<file path="src/rtl/async_hs_tx_if.sv">
// Bundled-data transmit interface: upstream valid/ready word stream plus the
// 4-phase req/ack pair and bundled data toward the downstream C-element stage.
interface async_hs_tx_if #(
   parameter int unsigned DATA_W = 8
);
   logic              in_valid;
   logic              in_ready;
   logic [DATA_W-1:0] in_data;
   logic              req_out;
   logic [DATA_W-1:0] data_out;
   logic              ack_in;

   modport master (
      output in_valid, in_data, ack_in,
      input  in_ready, req_out, data_out
   );

   modport slave (
      input  in_valid, in_data, ack_in,
      output in_ready, req_out, data_out
   );
endinterface

</file>
<file path="src/rtl/async_hs_tx.sv">
// FIFO-buffered 4-phase bundled-data transmitter with a synchronized ack,
// one-cycle data setup margin and a sticky ack-timeout flag.
module async_hs_tx #(
   parameter int unsigned DATA_W      = 8,
   parameter int unsigned DEPTH       = 4,
   parameter int unsigned SYNC_STAGES = 2,
   parameter int unsigned TIMEOUT     = 255
) (
   input  logic                     clk,
   input  logic                     rst_n,
   async_hs_tx_if.slave             bus,
   input  logic                     err_clr,
   output logic                     busy,
   output logic                     timeout_err,
   output logic [$clog2(DEPTH):0]   level
);

   localparam int unsigned PTR_W = $clog2(DEPTH);
   localparam int unsigned LVL_W = PTR_W + 1;
   localparam int unsigned CNT_W = $clog2(TIMEOUT + 1);
   localparam logic [CNT_W-1:0] CNT_MAX = CNT_W'(TIMEOUT);

   typedef enum logic [1:0] {StIdle, StSetup, StReqHi, StReqLo} state_e;

   state_e                   state_q, state_d;
   logic [DATA_W-1:0]        mem [DEPTH];
   logic [PTR_W-1:0]         wr_ptr_q, rd_ptr_q;
   logic [LVL_W-1:0]         level_q;
   logic [SYNC_STAGES-1:0]   sync_q;
   logic [CNT_W-1:0]         cnt_q, cnt_d;
   logic                     err_q, err_d;
   logic                     req_q, req_d;
   logic [DATA_W-1:0]        data_q, data_d;
   logic                     push, pop, ack_s, in_ready, timeout_hit;

   assign ack_s    = sync_q[SYNC_STAGES-1];
   assign in_ready = rst_n & (level_q < LVL_W'(DEPTH));
   assign push     = bus.in_valid & in_ready;

   always_ff @(posedge clk) begin
      if (push) mem[wr_ptr_q] <= bus.in_data;
   end

   always_ff @(posedge clk) begin
      if (!rst_n) begin
         wr_ptr_q <= '0;
         rd_ptr_q <= '0;
         level_q  <= '0;
      end else begin
         if (push) wr_ptr_q <= wr_ptr_q + PTR_W'(1);
         if (pop)  rd_ptr_q <= rd_ptr_q + PTR_W'(1);
         unique case ({push, pop})
            2'b10:   level_q <= level_q + LVL_W'(1);
            2'b01:   level_q <= level_q - LVL_W'(1);
            default: level_q <= level_q;
         endcase
      end
   end

   always_ff @(posedge clk) begin
      if (!rst_n) sync_q <= '0;
      else        sync_q <= {sync_q[SYNC_STAGES-2:0], bus.ack_in};
   end

   always_ff @(posedge clk) begin
      if (!rst_n) begin
         state_q <= StIdle;
         req_q   <= 1'b0;
         data_q  <= '0;
         cnt_q   <= '0;
         err_q   <= 1'b0;
      end else begin
         state_q <= state_d;
         req_q   <= req_d;
         data_q  <= data_d;
         cnt_q   <= cnt_d;
         err_q   <= err_d;
      end
   end

   always_comb begin
      state_d     = state_q;
      req_d       = req_q;
      data_d      = data_q;
      cnt_d       = cnt_q;
      pop         = 1'b0;
      timeout_hit = 1'b0;
      unique case (state_q)
         StIdle: begin
            // A high ack_s means the previous cycle (or pre-reset state) has
            // not returned to zero yet; never start a handshake on top of it.
            if (level_q != '0 && !ack_s) begin
               pop     = 1'b1;
               data_d  = mem[rd_ptr_q];
               state_d = StSetup;
            end
         end
         StSetup: begin
            req_d   = 1'b1;
            cnt_d   = '0;
            state_d = StReqHi;
         end
         StReqHi, StReqLo: begin
            if ((state_q == StReqHi) == ack_s) begin
               req_d   = 1'b0;
               cnt_d   = '0;
               state_d = (state_q == StReqHi) ? StReqLo : StIdle;
            end else if (cnt_q != CNT_MAX) begin
               cnt_d       = cnt_q + CNT_W'(1);
               timeout_hit = (cnt_q == CNT_MAX - CNT_W'(1));
            end
         end
         default: state_d = StIdle;
      endcase
      err_d = timeout_hit ? 1'b1 : (err_clr ? 1'b0 : err_q);
   end

   assign bus.in_ready = in_ready;
   assign bus.req_out  = req_q;
   assign bus.data_out = data_q;
   assign busy         = (state_q != StIdle) | (level_q != '0);
   assign timeout_err  = err_q;
   assign level        = level_q;

endmodule

</file>
<file path="src/flat_wrapper.sv">
// flat-port wrapper written by rule: the top's interface ports become plain ports
module async_hs_tx_flat 
#(
   parameter int unsigned DATA_W      = 8,
   parameter int unsigned DEPTH       = 4,
   parameter int unsigned SYNC_STAGES = 2,
   parameter int unsigned TIMEOUT     = 255
)
  (clk, rst_n, err_clr, busy, timeout_err, level, bus_in_valid, bus_in_data, bus_ack_in, bus_in_ready, bus_req_out, bus_data_out);
  async_hs_tx_if #(.DATA_W(DATA_W)) bus_i ();
  input  logic clk;
  input  logic rst_n;
  input  logic err_clr;
  output logic busy;
  output logic timeout_err;
  output logic [$clog2(DEPTH):0] level;
  input wire logic [$bits(bus_i.in_valid)-1:0] bus_in_valid;
  input wire logic [$bits(bus_i.in_data)-1:0] bus_in_data;
  input wire logic [$bits(bus_i.ack_in)-1:0] bus_ack_in;
  output wire logic [$bits(bus_i.in_ready)-1:0] bus_in_ready;
  output wire logic [$bits(bus_i.req_out)-1:0] bus_req_out;
  output wire logic [$bits(bus_i.data_out)-1:0] bus_data_out;
  assign bus_i.in_valid = bus_in_valid;
  assign bus_i.in_data = bus_in_data;
  assign bus_i.ack_in = bus_ack_in;
  assign bus_in_ready = bus_i.in_ready;
  assign bus_req_out = bus_i.req_out;
  assign bus_data_out = bus_i.data_out;
  async_hs_tx #(.DATA_W(DATA_W), .DEPTH(DEPTH), .SYNC_STAGES(SYNC_STAGES), .TIMEOUT(TIMEOUT)) u_core (.clk(clk), .rst_n(rst_n), .bus(bus_i), .err_clr(err_clr), .busy(busy), .timeout_err(timeout_err), .level(level));
endmodule
</file>
<file path="config.mk">
export PLATFORM = sky130hd
export DESIGN_NAME = async_hs_tx_flat
export DESIGN_NICKNAME = d
export VERILOG_FILES = /design/src/rtl/async_hs_tx_if.sv /design/src/rtl/async_hs_tx.sv /design/src/flat_wrapper.sv
export SDC_FILE = /design/constraint.sdc
export NUM_CORES = 1
export LEC_CHECK = 0
export BUFFER_PORTS_ARGS = -buffer_cell sky130_fd_sc_hd__buf_2
export CAP_MARGIN = 20
export CORE_MARGIN = 1.5
export CORE_UTILIZATION = 55
export CTS_BUF_LIST = sky130_fd_sc_hd__clkbuf_16
export DETAILED_ROUTE_END_ITERATION = 12
export GPL_ROUTABILITY_DRIVEN = 0
export PLACE_DENSITY = 0.79
export SYNTH_ARGS = -nofsm -noshare
export SYNTH_HDL_FRONTEND = slang
export SYNTH_SLANG_ARGS = --single-unit
</file>
<file path="constraint.sdc">
create_clock -name clk -period 3.35 [get_ports clk]
set_clock_uncertainty 0.05 [all_clocks]
set_input_delay 0.5025 -clock clk [delete_from_list [all_inputs] [get_ports clk]]
set_output_delay 0.5025 -clock clk [all_outputs]
set_load 0.02 [all_outputs]
</file>
After elaboration in Yosys (flattened, before gate mapping)
Memories as Yosys holds them, arrays and structs flattened. A register that Yosys moved wholly into a read port is not among the register bits.
Cells that the tools add are included.
{"block": "word_totals", "regBits": 21, "ramBits": 32, "out_inout_bits": 15, "wordCells": 62, "n_memories": 1}
{"name": "u_core.mem", "depth": 4, "word_bits": 8, "read_ports": 1, "rd_ports_with_merged_regs": 1, "write_ports": 1, "line": "async_hs_tx.sv:26", "rtl": "logic [DATA_W-1:0] mem [DEPTH];"}
{"block": "op_classes", "n_addsub": 5, "n_lt_le_gt_ge": 1, "n_eq_ne": 11, "n_mux": 19, "bitwise": 3, "reduce_logical": 14}
{"operator": "8-bit 2-to-1 mux", "count": 2}
{"operator": "8-bit case mux with 2 select lines", "count": 1}
{"operator": "1-bit 2-to-1 mux", "count": 10}
{"operator": "8-bit by 1-bit adder with 8-bit output, second input constant", "count": 1}
{"operator": "8-bit == test, second input constant", "count": 1}
{"operator": "8-bit != test, second input constant", "count": 1}
{"operator": "2-bit AND reduction", "count": 4}
{"operator": "2-bit nonzero test", "count": 4}
{"operator": "2-bit == test, second input constant", "count": 3}
{"operator": "2-bit 2-to-1 mux", "count": 3}
{"operator": "2-bit case mux with 3 select lines", "count": 1}
{"operator": "3-bit case mux with 2 select lines", "count": 1}
{"operator": "2-bit by 1-bit adder with 2-bit output, second input constant", "count": 2}
{"operator": "2-bit by 1-bit == test with 1-bit output, second input constant", "count": 2}
{"operator": "2-bit by 1-bit != test with 1-bit output, second input constant", "count": 2}
{"operator": "3-bit by 1-bit adder with 3-bit output, second input constant", "count": 1}
{"operator": "3-bit less-than comparator, second input constant", "count": 1}
{"operator": "3-bit by 1-bit != test with 1-bit output, second input constant", "count": 1}
{"operator": "3-bit nonzero test", "count": 1}
{"operator": "3-bit by 1-bit subtractor with 3-bit output, second input constant", "count": 1}
{"operator": "1-bit bitwise AND", "count": 2}
{"operator": "1-bit zero test", "count": 2}
{"operator": "2-bit zero test", "count": 1}
{"operator": "1-bit case mux with 2 select lines", "count": 1}
{"operator": "other kinds (4)", "count": 4}

Logic depth before layout (Yosys ltp)
Gate-level depths: netlist of run 1.
{"block": "depth", "word_depth": 6, "ltp_mapped": 11}

Least setup slack after synthesis of run 1
Ideal clock, no wire load.
{"block": "synth_path", "kind": "register to register", "startpoint": "reg u_core.state_q[0]", "endpoint": "reg u_core.level_q[2] (netlist: u_core.level[2])", "setup_ns": 0.076, "arrival_ns": 2.471, "path_slack_ns": 0.753, "stages_incl_launch_ff": 12, "n_path_buf": 2, "synth_period_minus_slack_ns": 2.597, "cell_sequence": "dfxtp_1 -> inv_1 -> ha_1 -> buf_2 -> nor3b_1 -> buf_2 -> ha_1 -> inv_1 -> fa_1 -> xor2_1 -> or3_1 -> a21boi_0"}
{"block": "synth_between", "elab_chain_cells": 4, "word_cells_on_any_way": 6, "cone_classes": "2 x eq/ne; 2 x mux; 2 x reduce/logical"}
{"element": "start: declaration", "line": "async_hs_tx.sv:25", "rtl": "state_e state_q, state_d;"}
{"element": "start signal: assignment", "line": "async_hs_tx.sv:67", "rtl": "state_q <= StIdle;"}
{"element": "start signal: assignment", "line": "async_hs_tx.sv:73", "rtl": "state_q <= state_d;"}
{"element": "2-bit zero test *", "line": "async_hs_tx.sv:88", "rtl": "unique case (state_q)"}
{"element": "1-bit 2-to-1 mux *", "line": "async_hs_tx.sv:88"}
{"element": "named net u_core.pop", "line": "async_hs_tx.sv:34", "rtl": "logic push, pop, ack_s, in_ready, timeout_hit;"}
{"element": "2-bit by 1-bit == test with 1-bit output / 2-bit == test (equally long branches)", "line": "async_hs_tx.sv:52", "rtl": "unique case ({push, pop})"}
{"element": "3-bit case mux with 2 select lines / 2-bit nonzero test (equally long branches)"}
{"element": "end signal: assignment", "line": "async_hs_tx.sv:53", "rtl": "2'b10: level_q <= level_q + LVL_W'(1);"}
{"element": "end signal: assignment", "line": "async_hs_tx.sv:54", "rtl": "2'b01: level_q <= level_q - LVL_W'(1);"}
{"element": "end signal: assignment", "line": "async_hs_tx.sv:55", "rtl": "default: level_q <= level_q;"}
{"element": "end: declaration", "line": "async_hs_tx.sv:28", "rtl": "logic [LVL_W-1:0] level_q;"}
Mark *: on every way through the listed nets, which the timed path passes. The rest lies on a longest branch.
A chain may end at the register's enable or synchronous reset.

Worst setup path in the final report of run 1
{"block": "layout_path", "startpoint": "reg u_core.state_q[0]", "endpoint": "reg u_core.level_q[2] (netlist: u_core.level[2])"}
{"block": "layout_between", "elab_chain_cells": 4, "word_cells_on_any_way": 6, "cone_classes": "2 x eq/ne; 2 x mux; 2 x reduce/logical"}
{"element": "2-bit zero test *", "line": "async_hs_tx.sv:88"}
{"element": "1-bit 2-to-1 mux *", "line": "async_hs_tx.sv:88"}
{"element": "2-bit by 1-bit == test with 1-bit output / 2-bit == test (equally long branches)", "line": "async_hs_tx.sv:52"}
{"element": "3-bit case mux with 2 select lines / 2-bit nonzero test (equally long branches)"}
Every way passes the cells marked *; elsewhere a longest branch is shown, timed or not.

==> results of run 1 <==
==> placed cells by master, fill, tap and decap left out, types with 9 or more instances in the layout <==
master     instances
edfxtp_1          32
dfxtp_1           29
buf_2             27
nor2b_1           15
nand2_1           14
inv_1             12
mux2i_1           11
ha_1              10
clkbuf_16         10
o21ai_0            9
==> power by group through the flow <==
stage                     Sequential (mW)  Clock (mW)  Combinational (mW)
after floorplan                      1.03           0               0.467
after global routing                0.993       0.983               0.759
after detailed placement            0.992           0               0.698
after CTS                           0.979       0.949               0.707
final                               0.978       0.928               0.700
after global placement              0.991           0               0.678
==> critical path, delay by kind of cell (launching register included) <==
family | cells | cell delay (ns)
buf+inv | 3 | 0.40
xor+xnor | 1 | 0.16
compound gates | 1 | 0.15
fa+ha+maj | 3 | 0.97
simple gates | 2 | 0.52
flops | 1 | 0.33
==> stage by stage <==
stage	utilization	hold WS, ns	area (µm²)
floorplan	-	0.362	2640
global placement	0.608	0.365	2830
detailed placement	0.608	0.371	2830
CTS	0.674	0.330	3140
global route	0.674	0.334	3140
finish	0.674	0.345	3140
==> cells by family (layout without fill, tap and decap cells) <==
| group | count (synthesis) | count (layout) | synth area share |
|---|---|---|---|
| AND/OR/NAND/NOR | 67 | 67 | 0.145 |
| buffers and inverters | 19 | 57 | 0.0289 |
| adder cells (fa/ha/maj) | 11 | 11 | 0.0550 |
| flip-flops | 61 | 61 | 0.584 |
| AO/OA/AOI/OAI | 24 | 24 | 0.0607 |
| XOR/XNOR | 5 | 5 | 0.0166 |
| multiplexers | 19 | 19 | 0.110 |
==> per-layer routing <==
metal | global-route usage | routed length, µm | up-vias
li1 | - | - | 816
met1 | 0.271 | 2260 | 782
met2 | 0.271 | 2100 | 38
met3 | 0.0819 | 265 | 2
met4 | 0.0818 | 29 | 0
met5 | 0 | 0 | -
==> flip-flops by register name (all words and copies together), names as in the netlist <==
signal and count:
u_core.bus.data_out 8, u_core.cnt_q 8, u_core.wr_ptr_q 2, u_core.sync_q 2, u_core.state_q 2, u_core.bus.req_out 1, u_core.level 3, u_core.rd_ptr_q 2
u_core.timeout_err 1, u_core.mem 32
==> area by class of cell <==
type                            count  area (µm²)  area share
Clock buffer                       10         250      0.0796
Inverter                           12        45.0      0.0143
Clock inverter                      6        60.1      0.0191
Timing Repair Buffer               29         150      0.0478
Multi-Input combinational cell    126        1030       0.327
Tap cell                           54        67.6      0.0215
Sequential cell                    61        1540       0.491
==> final timing paths <==
kind / start / endpoint / slack (ns) / cells after the start
hold / removal: bus_ack_in / u_core.sync_q[0] / 0.34 / 2
setup reg to reg: u_core.state_q[0] / u_core.level[2] / 0.68 / 10
setup / recovery: u_core.state_q[0] / u_core.level[2] / 0.68 / 10
hold reg to reg: u_core.sync_q[0] / u_core.sync_q[1] / 0.38 / 1
==> flow_metrics.env, run 1 <==
export IMPL_fin_ws_ns=0.684
export IMPL_tightest_slew_ns=0.622
export IMPL_synth_edff_count=32
export IMPL_finalMaxSlewViolations=0
export IMPL_drtPass1Iterations=4
export IMPL_yosysWarnings=0
export IMPL_p_per_area_mw_per_mm2=829
export IMPL_clock_sinks=61
export IMPL_cts_buffers=9
export IMPL_worstHoldPathType="primary input to register"
export IMPL_synthFlopType="edfxtp_1"
export IMPL_antenna_cells=0
export IMPL_max_cap_violations=0
export IMPL_rsz0062_at_grt="false"
export IMPL_cts_resized=0
export IMPL_netSwitchingPower_mw=0.787
export IMPL_fin_crit_ns=2.67
export IMPL_seq_area_frac_synth=0.584
export IMPL_dp_hpwl_um=2990
export IMPL_final_hold_viol_count=0
export IMPL_synth_top_cell_area_share=0.364
export IMPL_yosys_cell_types_count=42
export IMPL_ant_nets=0
export IMPL_slowest_stage="fa_1"
export IMPL_vias=1638
export IMPL_crit_required_ns=3.55
export IMPL_area_delta_synth_final_pct=19.0
export IMPL_synth_seq_cells=61
export IMPL_synth_top_area_cell="edfxtp_1"
export IMPL_port_buffers=27
export IMPL_grt_pass1_wl_um=7320
export IMPL_outcome="finished, final reports clean"
export IMPL_relSlewSlack=0.585
export IMPL_dieArea_mm2=0.00522
export IMPL_start_kind="register"
export IMPL_wire_per_inst_um=15.6
export IMPL_p_leak_nw=1.17
export IMPL_p_comb_frac=0.269
export IMPL_fill_cells=335
export IMPL_avgSynthCellArea_um2=12.8
export IMPL_seq_power_share=0.375
export IMPL_ctsRootBufferMaster="clkbuf_16"
export IMPL_synthArstFlopShare=0
export IMPL_end_kind="register"
export IMPL_synth_top_cells_by_count="32 x edfxtp_1, 29 x dfxtp_1, 15 x nor2b_1"
export IMPL_grt_max_degree=27
export IMPL_internal_power_mw=1.82
export IMPL_ys_top_cells_by_area="edfxtp_1 36%, dfxtp_1 22%, mux4_2 6.8%"
export IMPL_boundaryPins=28
export IMPL_dp_cells=282
export IMPL_grt_overflow_total=0
export IMPL_synth_net_count=230
export IMPL_setup_tns_ns=0
export IMPL_worstPathMaxFanout=11
export IMPL_num_rows=25
export IMPL_netSwitchingFraction=0.302
export IMPL_clk_pin_slew_ns=0.05
export IMPL_post_drt_via_cell_ratio=5.50
export IMPL_fmax_mhz=375
export IMPL_crit_arrival_ns=2.87
export IMPL_cts_tree="built"
export IMPL_period_share=0.796
export IMPL_wl_um=4650
export IMPL_cts_max_level=3
export IMPL_synthCells=206
export IMPL_layout_drive_gt1_share=0.230
export IMPL_drt_iter0_drc=93
export IMPL_clockBufferDepth=2
export IMPL_finalSetupViolCount=0
export IMPL_final_nets=263
export IMPL_finalPower_mw=2.61
export IMPL_clk_latency_ns=0.32
export IMPL_grt_antenna_before_repair=0
export IMPL_place_ws_ns=0.680
export IMPL_grt_pass1_vias=1555
export IMPL_cts_setup_buffers=0
export IMPL_clockPowerShare=0.356
export IMPL_die_w_um=72.3
export IMPL_syn_area_mm2=0.00264
export IMPL_crit_path_cell_trace="inv_1 -> ha_1 -> nor3b_2 -> buf_4 -> ha_1 -> inv_1 -> fa_1 -> xor2_1 -> or3_1 -> a21boi_0"
export IMPL_synth_most_common_cell="edfxtp_1"
export IMPL_fp_dieH_um=72.3
export IMPL_postCtsHoldBufs=0
export IMPL_core_mm2=0.00466
export IMPL_ir_drop_mv=0.433
export IMPL_grt_util_all_layers=0.195
export IMPL_crit_type="register to register"
export IMPL_slowest_delay_ns=0.38
export IMPL_drc_errors=0
export IMPL_start_util=0.566
export IMPL_final_cells=298
Note: power is estimated with default switching activity, not from simulation.
==> inputs of run 2 (changes only) <==
--- a/config.mk
+++ b/config.mk
@@ -8,7 +8,7 @@
 export BUFFER_PORTS_ARGS = -buffer_cell sky130_fd_sc_hd__buf_2
 export CAP_MARGIN = 20
 export CORE_MARGIN = 1.5
-export CORE_UTILIZATION = 55
+export CORE_UTILIZATION = 52
 export CTS_BUF_LIST = sky130_fd_sc_hd__clkbuf_16
 export DETAILED_ROUTE_END_ITERATION = 12
 export GPL_ROUTABILITY_DRIVEN = 0
==> constraint.sdc (replaced) <==
create_clock -name clk -period 2.4 [get_ports clk]
set_clock_uncertainty 0.05 [all_clocks]
set_input_delay 0.36 -clock clk [delete_from_list [all_inputs] [get_ports clk]]
set_output_delay 0.36 -clock clk [all_outputs]
set_load 0.02 [all_outputs]
==> flow_metrics.env, run 2 (synthesis gave the netlist of run 1 again) <==
export IMPL_outcome="finished, final reports clean"
export IMPL_fin_area_mm2=0.00315
export IMPL_endpoint="u_core.level[2]"
export IMPL_tightest_slew_ns=0.653
export IMPL_drc_errors=0
export IMPL_postCtsHoldBufs=0
export IMPL_busiest_layer="met2"
export IMPL_hold_ws_ns=0.198
export IMPL_antenna_cells=0
export IMPL_final_hold_viol_count=0
export IMPL_area_delta_synth_final_pct=19.4
export IMPL_cts_buffers=9
export IMPL_grt_pass1_vias=1602
export IMPL_cts_resized=0
export IMPL_end_kind="register"
export IMPL_num_rows=25
export IMPL_clk_pin_slew_ns=0.05
export IMPL_r2r_slack_ns=0.17
export IMPL_ant_nets=0
export IMPL_fin_util=0.655
export IMPL_crit_path_start="u_core.state_q[0]"
export IMPL_drt_iter0_drc=108
export IMPL_grt_overflow_total=0
export IMPL_layout_common_cells="32 x edfxtp_1, 29 x dfxtp_1, 27 x buf_2, 15 x nor2b_1, 14 x nand2_1"
export IMPL_cts_max_level=3
export IMPL_regMostFlops="u_core.mem"
export IMPL_grt_pass1_wl_um=7820
export IMPL_finalMaxSlewViolations=0
export IMPL_crit_required_ns=2.60
export IMPL_slowest_stage="fa_1"
export IMPL_wl_um=4800
export IMPL_relSlewSlack=0.564
export IMPL_crit_arrival_ns=2.43
export IMPL_dp_hpwl_um=3160
export IMPL_clock_sinks=61
export IMPL_max_cap_violations=0
export IMPL_wire_per_inst_um=15.3
export IMPL_finalSetupViolCount=0
export IMPL_crit_path_cell_trace="inv_1 -> ha_1 -> nor3b_4 -> ha_1 -> inv_1 -> fa_1 -> xor2_1 -> or3_1 -> a21boi_0"
export IMPL_ctsRootBufferMaster="clkbuf_16"
export IMPL_layout_drive_gt1_share=0.232
export IMPL_use_met3=0.0569
export IMPL_post_dp_cell_area_mm2=0.00287
export IMPL_clockBufferDepth=2
export IMPL_ir_drop_mv=0.598
export IMPL_setup_tns_ns=0
export IMPL_slowest_delay_ns=0.39
export IMPL_timing_rr_end="u_core.level[2]"
export IMPL_min_delay_start="bus_ack_in"
export IMPL_r2r_cells=9
export IMPL_post_drt_via_cell_ratio=5.26
export IMPL_clk_latency_ns=0.32
export IMPL_crit_type="register to register"
export IMPL_cts_tree="built"
export IMPL_r2r_start="u_core.state_q[0]"
export IMPL_p_per_area_mw_per_mm2=1140
export IMPL_grt_antenna_before_repair=0
export IMPL_worstHoldPathType="primary input to register"
export IMPL_die_w_um=74.3
export IMPL_use_met1=0.270
export IMPL_finalPower_mw=3.61
export IMPL_p_leak_nw=1.18
export IMPL_drtPass1Iterations=4
export IMPL_port_buffers=27
export IMPL_rsz0062_at_grt="false"
export IMPL_fp_dieH_um=74.3
export IMPL_start_kind="register"
export IMPL_dieArea_mm2=0.00551
export IMPL_worstPathMaxFanout=4
export IMPL_cts_setup_buffers=0
export IMPL_start_util=0.548
export IMPL_largest_reg_flops=32
export IMPL_grt_max_degree=27
export IMPL_boundaryPins=28
export IMPL_period_share=0.928
export IMPL_fin_crit_ns=2.23
export IMPL_final_common_cell="edfxtp_1"
export IMPL_use_met2=0.295
export IMPL_fmax_mhz=449
export IMPL_final_nets=265
export IMPL_core_mm2=0.00482
export IMPL_vias=1646
export IMPL_grt_util_all_layers=0.200
## run 2: cell count changes in the layout (fill, tap and decap cells not counted), sizes merged
| cell | before | now |
|---|---|---|
| clkinv | 2 | 4 |
| buf | 29 | 31 |
| clkinvlp | 3 | 1 |
| inv | 12 | 13 |
| clkbuf | 10 | 9 |
## run 2: per-layer routing
metal / routed length [µm] / vias up / share of wire
met5: 0 / - / 0
met4: 104 / 0 / 0.022
met3: 165 / 9 / 0.034
met2: 2230 / 35 / 0.46
met1: 2300 / 786 / 0.48
li1: - / 816 / -
## run 2: cell type report
type                    instances  area [µm²]
inverters                      12        45.0
fillers                       393        1660
multi-input cells             126        1030
repair buffers                 31         165
well taps                      67        83.8
clock buffers                   9         225
flip-flops and latches         61        1540
clock inverters                 7        58.8
## run 2: stage by stage
| stage | setup WS (ns) | cells |
|---|---|---|
| 6_report | 0.172 | 313 |
| 5_1_grt | 0.0333 | 313 |
| 4_1_cts | 0.153 | 313 |
| 3_5_place_dp | 0.181 | 297 |
| 3_3_place_gp | 0.250 | 297 |
| 2_1_floorplan | 0.0251 | 206 |
## run 2: critical path, delay by kind of cell (launching register included)
family / cells / cell delay, ns
fa+ha+maj: 3 / 0.78
simple gates: 2 / 0.50
flops: 1 / 0.34
buf+inv: 2 / 0.17
xor+xnor: 1 / 0.16
compound gates: 1 / 0.15
## run 2: worst min-delay path by stage
stage / end / cells after the start
after detailed placement: u_core.sync_q[1] / 1
after global routing: u_core.sync_q[0] / 2
after global placement: u_core.sync_q[1] / 1
after CTS: u_core.sync_q[0] / 2
final: u_core.sync_q[0] / 2
after floorplan: u_core.sync_q[1] / 1
## run 2: where the power goes
part,total (mW),switching (mW),internal [mW],leakage [nW]
registers,1.37,0.123,1.25,0.527
clock network,1.21,0.426,0.786,0.141
logic,1.02,0.564,0.460,0.510
